## src/rtl/set_task_dispatcher_if.sv

```systemverilog
// Job, SET-engine and result signals of the SET task dispatcher.
// The slave modport is the dispatcher; the master modport is its surroundings.
interface set_task_dispatcher_if;
    logic        job_valid;
    logic        job_ready;
    logic [3:0]  job_id;
    logic [23:0] job_central;
    logic [11:0] job_radius;
    logic [1:0]  job_mode;
    logic        set_en;
    logic [23:0] set_central;
    logic [11:0] set_radius;
    logic [1:0]  set_mode;
    logic        set_busy;
    logic        set_valid;
    logic [7:0]  set_candidate;
    logic        res_valid;
    logic        res_ready;
    logic [3:0]  res_id;
    logic [7:0]  res_candidate;
    logic        res_err;
    logic [7:0]  done_cnt;

    modport slave (
        input  job_valid, job_id, job_central, job_radius, job_mode,
               set_busy, set_valid, set_candidate, res_ready,
        output job_ready, set_en, set_central, set_radius, set_mode,
               res_valid, res_id, res_candidate, res_err, done_cnt
    );
    modport master (
        output job_valid, job_id, job_central, job_radius, job_mode,
               set_busy, set_valid, set_candidate, res_ready,
        input  job_ready, set_en, set_central, set_radius, set_mode,
               res_valid, res_id, res_candidate, res_err, done_cnt
    );
endinterface

```

## src/rtl/set_task_dispatcher.sv

```systemverilog
// Buffers tagged jobs in a FIFO, issues them one at a time to the SET engine,
// and returns tagged results; illegal modes and hung jobs come back as errors.
module set_task_dispatcher #(
    parameter int DEPTH   = 4,
    parameter int TIMEOUT = 255
) (
    input logic clk,
    input logic rst,
    set_task_dispatcher_if.slave bus
);
    localparam int AW = $clog2(DEPTH);
    localparam logic [1:0] IDLE  = 2'd0;
    localparam logic [1:0] ISSUE = 2'd1;
    localparam logic [1:0] WAIT  = 2'd2;
    localparam logic [1:0] POST  = 2'd3;
    localparam logic [7:0] WD_MAX = 8'(TIMEOUT - 1);

    typedef struct packed {
        logic [3:0]  id;
        logic [23:0] central;
        logic [11:0] radius;
        logic [1:0]  mode;
    } job_t;

    job_t          mem [DEPTH];
    job_t          head;
    logic [AW-1:0] wr_ptr, rd_ptr;
    logic [AW:0]   count;
    logic          full, empty, push, pop;

    logic [1:0] state;
    logic [7:0] wd;
    logic [3:0] tag_id;
    logic [7:0] cand_pending;
    logic       err_pending;

    assign full  = (count == (AW+1)'(DEPTH));
    assign empty = (count == '0);
    assign head  = mem[rd_ptr];
    // Push is gated on full alone, so a same-cycle pop never frees a slot early.
    assign push  = bus.job_valid && !full;
    assign pop   = (state == IDLE) && !empty && ((head.mode == 2'd3) || !bus.set_busy);
    assign bus.job_ready = !full;

    always_ff @(posedge clk) begin
        if (push) mem[wr_ptr] <= {bus.job_id, bus.job_central, bus.job_radius, bus.job_mode};
    end

    always_ff @(posedge clk or posedge rst) begin
        if (rst) begin
            wr_ptr <= '0;
            rd_ptr <= '0;
            count  <= '0;
        end else begin
            if (push) wr_ptr <= wr_ptr + 1'b1;
            if (pop)  rd_ptr <= rd_ptr + 1'b1;
            case ({push, pop})
                2'b10:   count <= count + 1'b1;
                2'b01:   count <= count - 1'b1;
                default: ;
            endcase
        end
    end

    always_ff @(posedge clk or posedge rst) begin
        if (rst) begin
            state             <= IDLE;
            wd                <= '0;
            tag_id            <= '0;
            cand_pending      <= '0;
            err_pending       <= 1'b0;
            bus.set_en        <= 1'b0;
            bus.set_central   <= '0;
            bus.set_radius    <= '0;
            bus.set_mode      <= '0;
            bus.res_valid     <= 1'b0;
            bus.res_id        <= '0;
            bus.res_candidate <= '0;
            bus.res_err       <= 1'b0;
            bus.done_cnt      <= '0;
        end else begin
            if (bus.res_valid && bus.res_ready) bus.res_valid <= 1'b0;
            case (state)
                IDLE: begin
                    if (pop && head.mode == 2'd3) begin
                        tag_id       <= head.id;
                        err_pending  <= 1'b1;
                        cand_pending <= '0;
                        state        <= POST;
                    end else if (pop) begin
                        tag_id          <= head.id;
                        bus.set_central <= head.central;
                        bus.set_radius  <= head.radius;
                        bus.set_mode    <= head.mode;
                        bus.set_en      <= 1'b1;
                        state           <= ISSUE;
                    end
                end
                ISSUE: begin
                    bus.set_en <= 1'b0;
                    wd         <= '0;
                    state      <= WAIT;
                end
                WAIT: begin
                    if (bus.set_valid) begin
                        cand_pending <= bus.set_candidate;
                        err_pending  <= 1'b0;
                        state        <= POST;
                    end else if (wd == WD_MAX) begin
                        cand_pending <= '0;
                        err_pending  <= 1'b1;
                        state        <= POST;
                    end else begin
                        wd <= wd + 8'd1;
                    end
                end
                POST: begin
                    if (!bus.res_valid || bus.res_ready) begin
                        bus.res_id        <= tag_id;
                        bus.res_candidate <= cand_pending;
                        bus.res_err       <= err_pending;
                        bus.res_valid     <= 1'b1;
                        bus.done_cnt      <= bus.done_cnt + 8'd1;
                        state             <= IDLE;
                    end
                end
                default: state <= IDLE;
            endcase
        end
    end
endmodule
```

## src/flat_wrapper.sv

```systemverilog
// flat-port wrapper written by rule: the top's interface ports become plain ports
module set_task_dispatcher_flat 
#(
    parameter int DEPTH   = 4,
    parameter int TIMEOUT = 255
)
  (clk, rst, bus_job_valid, bus_job_id, bus_job_central, bus_job_radius, bus_job_mode, bus_set_busy, bus_set_valid, bus_set_candidate, bus_res_ready, bus_job_ready, bus_set_en, bus_set_central, bus_set_radius, bus_set_mode, bus_res_valid, bus_res_id, bus_res_candidate, bus_res_err, bus_done_cnt);
  set_task_dispatcher_if bus_i ();
  input logic clk;
  input logic rst;
  input wire logic [$bits(bus_i.job_valid)-1:0] bus_job_valid;
  input wire logic [$bits(bus_i.job_id)-1:0] bus_job_id;
  input wire logic [$bits(bus_i.job_central)-1:0] bus_job_central;
  input wire logic [$bits(bus_i.job_radius)-1:0] bus_job_radius;
  input wire logic [$bits(bus_i.job_mode)-1:0] bus_job_mode;
  input wire logic [$bits(bus_i.set_busy)-1:0] bus_set_busy;
  input wire logic [$bits(bus_i.set_valid)-1:0] bus_set_valid;
  input wire logic [$bits(bus_i.set_candidate)-1:0] bus_set_candidate;
  input wire logic [$bits(bus_i.res_ready)-1:0] bus_res_ready;
  output wire logic [$bits(bus_i.job_ready)-1:0] bus_job_ready;
  output wire logic [$bits(bus_i.set_en)-1:0] bus_set_en;
  output wire logic [$bits(bus_i.set_central)-1:0] bus_set_central;
  output wire logic [$bits(bus_i.set_radius)-1:0] bus_set_radius;
  output wire logic [$bits(bus_i.set_mode)-1:0] bus_set_mode;
  output wire logic [$bits(bus_i.res_valid)-1:0] bus_res_valid;
  output wire logic [$bits(bus_i.res_id)-1:0] bus_res_id;
  output wire logic [$bits(bus_i.res_candidate)-1:0] bus_res_candidate;
  output wire logic [$bits(bus_i.res_err)-1:0] bus_res_err;
  output wire logic [$bits(bus_i.done_cnt)-1:0] bus_done_cnt;
  assign bus_i.job_valid = bus_job_valid;
  assign bus_i.job_id = bus_job_id;
  assign bus_i.job_central = bus_job_central;
  assign bus_i.job_radius = bus_job_radius;
  assign bus_i.job_mode = bus_job_mode;
  assign bus_i.set_busy = bus_set_busy;
  assign bus_i.set_valid = bus_set_valid;
  assign bus_i.set_candidate = bus_set_candidate;
  assign bus_i.res_ready = bus_res_ready;
  assign bus_job_ready = bus_i.job_ready;
  assign bus_set_en = bus_i.set_en;
  assign bus_set_central = bus_i.set_central;
  assign bus_set_radius = bus_i.set_radius;
  assign bus_set_mode = bus_i.set_mode;
  assign bus_res_valid = bus_i.res_valid;
  assign bus_res_id = bus_i.res_id;
  assign bus_res_candidate = bus_i.res_candidate;
  assign bus_res_err = bus_i.res_err;
  assign bus_done_cnt = bus_i.done_cnt;
  set_task_dispatcher #(.DEPTH(DEPTH), .TIMEOUT(TIMEOUT)) u_core (.clk(clk), .rst(rst), .bus(bus_i));
endmodule
```

## config.mk

```make
export PLATFORM = sky130hd
export DESIGN_NAME = set_task_dispatcher_flat
export DESIGN_NICKNAME = d
export VERILOG_FILES = /design/src/rtl/set_task_dispatcher_if.sv /design/src/rtl/set_task_dispatcher.sv /design/src/flat_wrapper.sv
export SDC_FILE = /design/constraint.sdc
export NUM_CORES = 1
export LEC_CHECK = 0
export CAP_MARGIN = 0
export CORE_ASPECT_RATIO = 1.1
export CORE_UTILIZATION = 50
export DETAILED_ROUTE_END_ITERATION = 7
export PLACE_DENSITY = 0.76
export SETUP_SLACK_MARGIN = 0.05
export SLEW_MARGIN = 20
export SYNTH_ARGS = -nofsm -noshare
export SYNTH_HDL_FRONTEND = slang
export SYNTH_SLANG_ARGS = --single-unit
```

## constraint.sdc

```tcl
create_clock -name clk -period 2.8 [get_ports clk]
set_input_delay 0.56 -clock clk [delete_from_list [all_inputs] [get_ports clk]]
set_output_delay 0.56 -clock clk [all_outputs]
set_load 0.005 [all_outputs]
```

# Yosys cells after proc, flatten, opt, wreduce, memory -nomap -nowiden
# Memories as Yosys holds them, arrays and structs flattened.
# Cells that the tools add are included.
# Widths: inputs -> output; s select.
# totals
latch_bits	0
romBits	0
n_memories	1
in_bits	56
elab_cells	94
ff_bits	91
output_inout_bits	62
mem_bits_rw	168
# classes
n_lt_le_gt_ge	0
n_eq_ne	16
div_mod_pow	0
mul	0
n_mux	28
bitwise_logic	1
n_addsub	6
shifts	0
n_reduce_logical	25
# memory_table
name	depth	width	rd	rd_ports_with_merged_regs	write_ports	line	rtl
u_core.mem	4	42	1	0	1	set_task_dispatcher.sv:25	job_t mem [DEPTH];
# ops
cell	count
$mux 8	5
$pmux 8 s2	2
$add 8x1->8 const B	2
$reduce_and 3->1	5
$mux 1	10
$mux 2	5
$reduce_bool 2->1	5
$eq 2x2->1 const B	4
$eq 8x8->1 const B	1
$mux 4	2
$ne 2x2->1 const B	4
$pmux 2 s4	1
$ne 3x2->1 const B	2
$pmux 3 s2	1
$logic_and 1x1->1	5
$add 2x1->2 const B	2
$eq 2x1->1 const B	2
$logic_not 1->1	4
$ne 2x1->1 const B	2
$pmux 1 s2	2
$reduce_and 2->1	2
$add 3x1->3 const B	1
$eq 3x3->1 const B	1
$logic_not 3->1	1
other kinds (4)	5

# Longest topological paths before layout
# Gate-level depths: netlist of the first run.
# depth
ltp_word	7
mapped_depth	10
mapped_depth_nobuf	10

# Worst setup path before layout of the first run
# Ideal clock, no wire load.
# synth_timing
path_type	flip-flop to flip-flop
start	reg u_core.rd_ptr[0]
end	reg u_core.count[2]
required_ps	2721
setup_slack_ps	444
synth_period_minus_slack_ps	2356
path_stages_with_launch	11
t_arrival_ps	2277
n_path_buf	1
setup_ps	79
cell_sequence	dfrtp_1 > buf_2 > mux4_2 > nand2_1 > a21oi_2 > ha_1 > inv_1 > fa_1 > xor2_1 > nor2_1 > xor2_1
# synth_via
elab_chain_len	6
elab_cells_between_ends	8
classes_between	eq/ne (3); mux (1); reduce/logical (3); memory (1)
# synth_lines
element	line	rtl
start, declared	set_task_dispatcher.sv:27	logic [AW-1:0] wr_ptr, rd_ptr;
start signal, assigned	set_task_dispatcher.sv:56	if (pop) rd_ptr <= rd_ptr + 1'b1;
$mem_v2 4x42 (*)	n/a	
$eq 2x2->1 (*)	set_task_dispatcher.sv:42	assign pop = (state == IDLE) && !empty && ((head.mode == 2'd3) || !bus.set_busy);
$logic_or 1x1->1 (*)	set_task_dispatcher.sv:42	
$logic_and 1x1->1 (*)	set_task_dispatcher.sv:42	
via u_core.pop	set_task_dispatcher.sv:29	logic full, empty, push, pop;
$eq 2x1->1 / $eq 2x2->1 (equally long branches)	set_task_dispatcher.sv:57	case ({push, pop})
$pmux 3 s2 / $reduce_bool 2->1 (equally long branches)	n/a	
end signal, assigned	set_task_dispatcher.sv:58	2'b10: count <= count + 1'b1;
end signal, assigned	set_task_dispatcher.sv:59	2'b01: count <= count - 1'b1;
end, declared	set_task_dispatcher.sv:28	logic [AW:0] count;
# Mark *: on every way through the listed nets, which the timed path passes. The rest lies on a longest branch.
# A chain may end at the register's enable or synchronous reset.

# Worst setup path after layout of the first run
# layout_timing
start	reg u_core.state[0]
end	reg u_core.count[2]
# layout_via
elab_chain_len	5
elab_cells_between_ends	7
classes_between	eq/ne (2); mux (1); reduce/logical (4)
# layout_lines
element	line	rtl
start, declared	set_task_dispatcher.sv:31	logic [1:0] state;
start signal, assigned	set_task_dispatcher.sv:67	state <= IDLE;
start signal, assigned	set_task_dispatcher.sv:89	state <= POST;
start signal, assigned	set_task_dispatcher.sv:96	state <= ISSUE;
$logic_not 2->1 (*)	set_task_dispatcher.sv:42	
$logic_and 1x1->1 (*) (2 in a row)	set_task_dispatcher.sv:42	
via u_core.pop	set_task_dispatcher.sv:29	
$eq 2x1->1 / $eq 2x2->1 (equally long branches)	set_task_dispatcher.sv:57	
$pmux 3 s2 / $reduce_bool 2->1 (equally long branches)	n/a	
# Marked as above.

==> flow_summary.json, run 1 <==
{
  "die_x_um": 136,
  "drive_gt1_frac": 0.211,
  "grt_pass1_wl_mm": 29.0,
  "outcome": "complete, no violations",
  "clockBufferDepth": 3,
  "vias_per_cell": 5.52,
  "nets": 713,
  "peakVddDrop_mv": 0.678,
  "grt_use_total": 0.189,
  "dr_total_vias": 5026,
  "core_um2": 19300,
  "wl_per_cell_um": 20.0,
  "startpoint_type": "flop",
  "cts_hold_buf": 0,
  "die_h_um": 150,
  "top_usage_layer": "met2",
  "grt_overflow": 0,
  "period_needed_ns": 2.50,
  "end_kind": "flop",
  "fin_util": 0.640,
  "final_cell_area_um2": 12300,
  "synth-edff-count": 168,
  "r2r_setup_slack_ns": 0.30,
  "reg2reg_to": "u_core.count[2]$_DFFE_PP0P_",
  "instances_no_fill": 911,
  "initial_core_util": 0.514,
  "crit_type": "flop to flop",
  "dr.first_iter.drc_count": 258,
  "yosysWarnings": 0,
  "cts_sinks": 259,
  "yosys.area.top_type_share": 0.509,
  "avgSynthCellArea_um2": 19.6,
  "timing.rr.start": "u_core.state[0]$_DFFE_PP0P_",
  "max_freq_ghz": 0.400,
  "wirelength_mm": 18.2,
  "finClkSkew_ns": 0.0178,
  "synth.most_common_cell": "edfxtp_1",
  "insertedDiodeCount": 0,
  "async_flop_share": 0.351,
  "grt_pass1_vias": 5499,
  "relSlewSlack": 0.401,
  "grtUsageMet2": 0.312,
  "ys_top_cells_by_count": "168 x edfxtp_1, 91 x dfrtp_1, 42 x mux4_2",
  "critPathRequiredTime_ns": 3.25,
  "syn-num-nets": 574,
  "placementRows": 53,
  "use_met3": 0.0434,
  "dpl_cell_area_um2": 11500,
  "area_growth_pct": 24.5,
  "port_buffers": 117,
  "syn_inst": 505,
  "rsz0062_at_grt": "false",
  "die_area_um2": 20400,
  "final.fill_count": 1321,
  "min_path_type": "input port to async pin",
  "synthFlopType": "edfxtp_1",
  "postCtsSetupRepairBufs": 0,
  "synth_top_cell_by_area": "edfxtp_1",
  "cp_max_fo": 11,
  "synth_seq_cells": 259,
  "hold_viol_final": 0,
  "reg2regPathDepth": 10,
  "slew_violations": 0,
  "drtPass1Iterations": 4,
  "syn_area_um2": 9920,
  "postRouteAntennaNets": 0,
  "multiInputGateArea_um2": 2470,
  "regArea_um2": 7330,
  "met1_usage": 0.253,
  "dp_hpwl_mm": 10.9,
  "cts_tree": "built",
  "cts_resized": 0,
  "synth_area_leaders": "edfxtp_1 51%, dfrtp_1 23%, mux4_2 9.5%",
  "setup_tns_ns": 0,
  "place_congestion": 0.817,
  "cts-root-buf": "clkbuf_16",
  "numCtsBuffers": 26,
  "grt_antenna_before_repair": 0,
  "synth_seq_area_share": 0.738,
  "finalCritPeriodShare": 0.893,
  "clk_latency_ns": 0.53,
  "cap_violations": 0,
  "clkTransAtPathRegs_ns": 0.06,
  "synth.distinct_cells": 47,
  "dp_cells": 863,
  "setup_viol": 0,
  "worst_slew_pin_slew_ns": 0.890,
  "power.density_nw_per_um2": 1070,
  "drc": 0,
  "power.leakage_nw": 4.53,
  "grt_max_degree": 44,
  "boundaryPins": 118,
  "worstPathArrival_ns": 2.95,
  "cts_max_level": 1
}
[state kept, by name, indices dropped and copies added (netlist names), 2 cells and up]
signal	cells
u_core.bus.res_id	4
u_core.bus.set_mode	2
u_core.bus.done_cnt	8
u_core.bus.set_central	24
u_core.cand_pending	8
u_core.mem	168
u_core.bus.set_radius	12
u_core.rd_ptr	2
u_core.count	3
u_core.wr_ptr	2
u_core.tag_id	4
u_core.state	2
u_core.bus.res_candidate	8
u_core.wd	8
[critical path: stages (launching register included)]
cell     delay, ns
dfrtp_1       0.41
inv_1         0.14
ha_1          0.37
o31ai_1       0.27
a21oi_2       0.21
ha_1          0.20
inv_1         0.06
fa_1          0.37
xor2_1        0.15
nor2_1        0.11
xor2_1        0.15
[layout make-up]
type	count	share of cell area
inverters	12	0.00395
multi-input cells	217	0.200
clock inverters	17	0.0132
repair buffers	128	0.108
well taps	247	0.0250
clock buffers	31	0.0567
flip-flops and latches	259	0.593
[worst max-delay path by stage]
stage	startpoint	end	slack (ns)	cells past startpoint
CTS	u_core.state[0]$_DFFE_PP0P_	u_core.count[2]$_DFFE_PP0P_	0.30	10
global route	u_core.state[0]$_DFFE_PP0P_	u_core.count[2]$_DFFE_PP0P_	0.12	10
finish	u_core.state[0]$_DFFE_PP0P_	u_core.count[2]$_DFFE_PP0P_	0.30	10
floorplan	u_core.rd_ptr[0]$_DFFE_PP0P_	u_core.count[2]$_DFFE_PP0P_	0.44	10
detailed placement	u_core.state[0]$_DFFE_PP0P_	u_core.count[2]$_DFFE_PP0P_	0.32	10
global placement	bus_set_busy	u_core.count[2]$_DFFE_PP0P_	0.37	8
[layout by cell type, fill, tap and decap left out, drive strengths merged, types with 2 or more instances in the layout]
cell,count
clkdlybuf4s50,117
ha,12
nand2,9
nor3,3
a22o,8
clkinv,12
and3,8
nor4b,2
and2,2
a211oi,2
xnor2,10
o211ai,2
mux4,42
buf,11
bufinv,3
nand4,4
a21oi,4
inv,13
nor2b,3
nand3,7
nor2,11
mux2,55
o21ai,4
edfxtp,168
clkbuf,31
mux2i,3
nand2b,4
xor2,7
dfrtp,91
[power by group]
group          total [W]  switching, W  internal, W
combinational    0.00407       0.00177      0.00230
sequential       0.00574      0.000504      0.00524
clock            0.00344       0.00138      0.00206
total             0.0132       0.00365      0.00960
[cells by family (layout without fill, tap and decap cells)]
family	count (synthesis)	after routing	synth area share
and+or+nand+nor	58	58	0.0314
AOI/OAI and AO/OA	29	29	0.0236
xor gates and xnor gates	17	17	0.0150
DFF	259	259	0.738
buffers and inverters	29	188	0.0139
muxes	100	100	0.161
adders and majority gates	13	13	0.0172
[per-layer routing]
metal  share of wire  vias up
met3           0.063       20
met4           0.013        0
met5               0        -
met1            0.43     2594
met2            0.50      153
li1                -     2259
[per-stage QoR]
step                power (W)  setup slack, ns  hold WS [ns]
global placement      0.00976            0.372         0.463
global route           0.0140            0.122         0.493
CTS                    0.0134            0.301         0.454
finish                 0.0132            0.299         0.452
floorplan             0.00812            0.444         0.445
detailed placement    0.00995            0.316         0.465
Power figures use the tool's default switching activity.
==> run 2, diff against run 1 <==
--- a/config.mk
+++ b/config.mk
@@ -6,7 +6,7 @@
 export NUM_CORES = 1
 export LEC_CHECK = 0
 export CAP_MARGIN = 0
-export CORE_ASPECT_RATIO = 1.1
+export CORE_ASPECT_RATIO = 0.6
 export CORE_UTILIZATION = 50
 export DETAILED_ROUTE_END_ITERATION = 7
 export PLACE_DENSITY = 0.76
==> run 2 against run 1 <==
  * Setup slack better by 0.094 ns
  * Fmax grew 3.9%
  * Total power barely moved
  * Global-route usage rose by 0.70 points
  * Via count rose by 1.8%
  * Highest routed layer is now met5
  * Largest cell class unchanged
  * Final cell count up 2.2%
  * Critical endpoint unchanged
  * Critical path type unchanged
  * Worst hold slack got worse by 0.035 ns
==> flow_summary.json, run 2 (synthesized netlist as in run 1, its figures left out) <==
{
  "cap_violations": 0,
  "numCtsBuffers": 24,
  "timing.final.ws_setup_ns": 0.393,
  "grt_use_total": 0.196,
  "area_growth_pct": 24.7,
  "core_um2": 19200,
  "placementRows": 39,
  "nets": 715,
  "clk_latency_ns": 0.51,
  "clkTransAtPathRegs_ns": 0.06,
  "wirelength_mm": 19.3,
  "final_common_cell": "edfxtp_1",
  "reg2regPathDepth": 9,
  "die_h_um": 111,
  "rsz0062_at_grt": "false",
  "most-common-layout-cells": "168 x edfxtp_1, 117 x clkdlybuf4s50_1, 89 x dfrtp_1, 42 x mux4_2, 36 x mux2_2",
  "power.leakage_nw": 4.52,
  "boundaryPins": 118,
  "cts_tree": "built",
  "final_cell_area_um2": 12400,
  "relSlewSlack": 0.410,
  "grt_pass1_wl_mm": 30.3,
  "reg.largest.list": "u_core.mem: 168 flops, u_core.bus.set_central: 24 flops, u_core.bus.set_radius: 12 flops",
  "wl_per_cell_um": 20.7,
  "die_x_um": 184,
  "dr_total_vias": 5115,
  "dr.first_iter.drc_count": 289,
  "outcome": "complete, no violations",
  "cts_sinks": 259,
  "critPathRequiredTime_ns": 3.23,
  "clockBufferDepth": 3,
  "regMostFlops": "u_core.mem",
  "crit_type": "flop to flop",
  "grt_overflow": 0,
  "place_congestion": 0.785,
  "r2r_setup_slack_ns": 0.39,
  "setup_viol": 0,
  "finClkSkew_ns": 0.0116,
  "slew_violations": 0,
  "drtPass1Iterations": 5,
  "peakVddDrop_mv": 0.467,
  "period_needed_ns": 2.41,
  "crit_top_cell": "xor2_1",
  "min_path_type": "input port to async pin",
  "timing.rr.start": "u_core.rd_ptr[0]$_DFFE_PP0P_",
  "end_kind": "flop",
  "initial_core_util": 0.516,
  "cts_max_level": 1,
  "drc": 0,
  "multiInputGateArea_um2": 2470,
  "dp_hpwl_mm": 12.0,
  "cp_max_fo": 4,
  "final.fill_count": 1354,
  "dpl_cell_area_um2": 11500,
  "hold_viol_final": 0,
  "grt_antenna_before_repair": 1,
  "largest_register_ffs": 168,
  "regArea_um2": 7330,
  "max_freq_ghz": 0.415,
  "cts_hold_buf": 0,
  "reg2reg_to": "u_core.count[2]$_DFFE_PP0P_",
  "vias_per_cell": 5.49,
  "cp_slowest_stage_delay_ns": 0.50,
  "power.density_nw_per_um2": 1070,
  "worstPathArrival_ns": 2.84,
  "postCtsSetupRepairBufs": 0,
  "worst_slew_pin_slew_ns": 0.878,
  "port_buffers": 117,
  "setup_tns_ns": 0,
  "cts_resized": 0,
  "startpoint_type": "flop",
  "instances_no_fill": 931,
  "die_area_um2": 20400,
  "cts-root-buf": "clkbuf_16",
  "cp_cell_sequence": "mux4_2 -> nand2_1 -> a21oi_2 -> ha_1 -> inv_1 -> fa_1 -> xor2_1 -> nor2_1 -> xor2_1",
  "dp_slack_ns": 0.413,
  "postRouteAntennaNets": 0,
  "grt_max_degree": 77,
  "finalCritPeriodShare": 0.860,
  "critPathSlowestCell": "dfrtp_4",
  "dp_cells": 886,
  "drive_gt1_frac": 0.215,
  "grt_pass1_vias": 5451
}
run 2: cell types whose count changed in the layout (fill, tap and decap cells not counted):
cell        previous run  this run
buf_4                  5         9
bufinv_16              3         4
clkbuf_16             27        24
clkbuf_8               1         2
clkinv_1               6         3
clkinv_2               6         4
clkinv_8               0         1
clkinvlp_4             1         4
diode_2                0         1
inv_6                  1         0
inv_8                  1         0
run 2: area by class of cell:
cell class | instances | share of cell area
clock inverter | 15 | 0.0154
clock buffer | 29 | 0.0517
multi-input combinational | 217 | 0.200
sequential | 259 | 0.592
antenna | 1 | 0.000202
inverter | 12 | 0.00394
timing repair buffer | 132 | 0.110
tap | 266 | 0.0269
run 2: power breakdown:
| group | internal, W | switching [W] | total (W) |
|---|---|---|---|
| sequential | 0.00523 | 0.000542 | 0.00578 |
| combinational | 0.00232 | 0.00178 | 0.00410 |
| clock | 0.00200 | 0.00137 | 0.00337 |
| total | 0.00956 | 0.00369 | 0.0133 |
run 2: through the flow:
| stage | utilization | hold WS [ns] | total power, W |
|---|---|---|---|
| after global routing | 0.643 | 0.446 | 0.0139 |
| after global placement | 0.600 | 0.462 | 0.00980 |
| after floorplan | - | 0.445 | 0.00812 |
| after CTS | 0.643 | 0.419 | 0.0134 |
| after detailed placement | 0.600 | 0.476 | 0.00998 |
| final | 0.643 | 0.417 | 0.0133 |
run 2: worst max-delay path by stage:
stage / endpoint / slack [ns] / startpoint / cells after the start
final: u_core.count[2]$_DFFE_PP0P_ / 0.39 / u_core.rd_ptr[0]$_DFFE_PP0P_ / 9
after floorplan: u_core.count[2]$_DFFE_PP0P_ / 0.44 / u_core.rd_ptr[0]$_DFFE_PP0P_ / 10
after CTS: u_core.count[2]$_DFFE_PP0P_ / 0.39 / u_core.rd_ptr[0]$_DFFE_PP0P_ / 9
after global placement: u_core.count[2]$_DFFE_PP0P_ / 0.46 / bus_job_valid / 9
after detailed placement: u_core.count[2]$_DFFE_PP0P_ / 0.41 / bus_job_valid / 9
after global routing: u_core.count[2]$_DFFE_PP0P_ / 0.28 / u_core.rd_ptr[0]$_DFFE_PP0P_ / 9
run 2: layer usage:
layer  global-route usage  share of wire  up-vias
li1                     -              -     2259
met1                0.291           0.47     2675
met2                0.298           0.46      157
met3               0.0457          0.062       22
met4               0.0428          0.011        2
met5                    0        0.00068        -
run 2: critical path, delay by kind of cell (launching register included):
kind / cells / cell delay (ns)
buffers and inverters: 1 / 0.06
multiplexers: 1 / 0.41
XOR/XNOR: 2 / 0.30
AO/OA/AOI/OAI: 1 / 0.21
AND/OR/NAND/NOR: 2 / 0.26
adder cells (fa/ha/maj): 2 / 0.58
flip-flops: 1 / 0.50
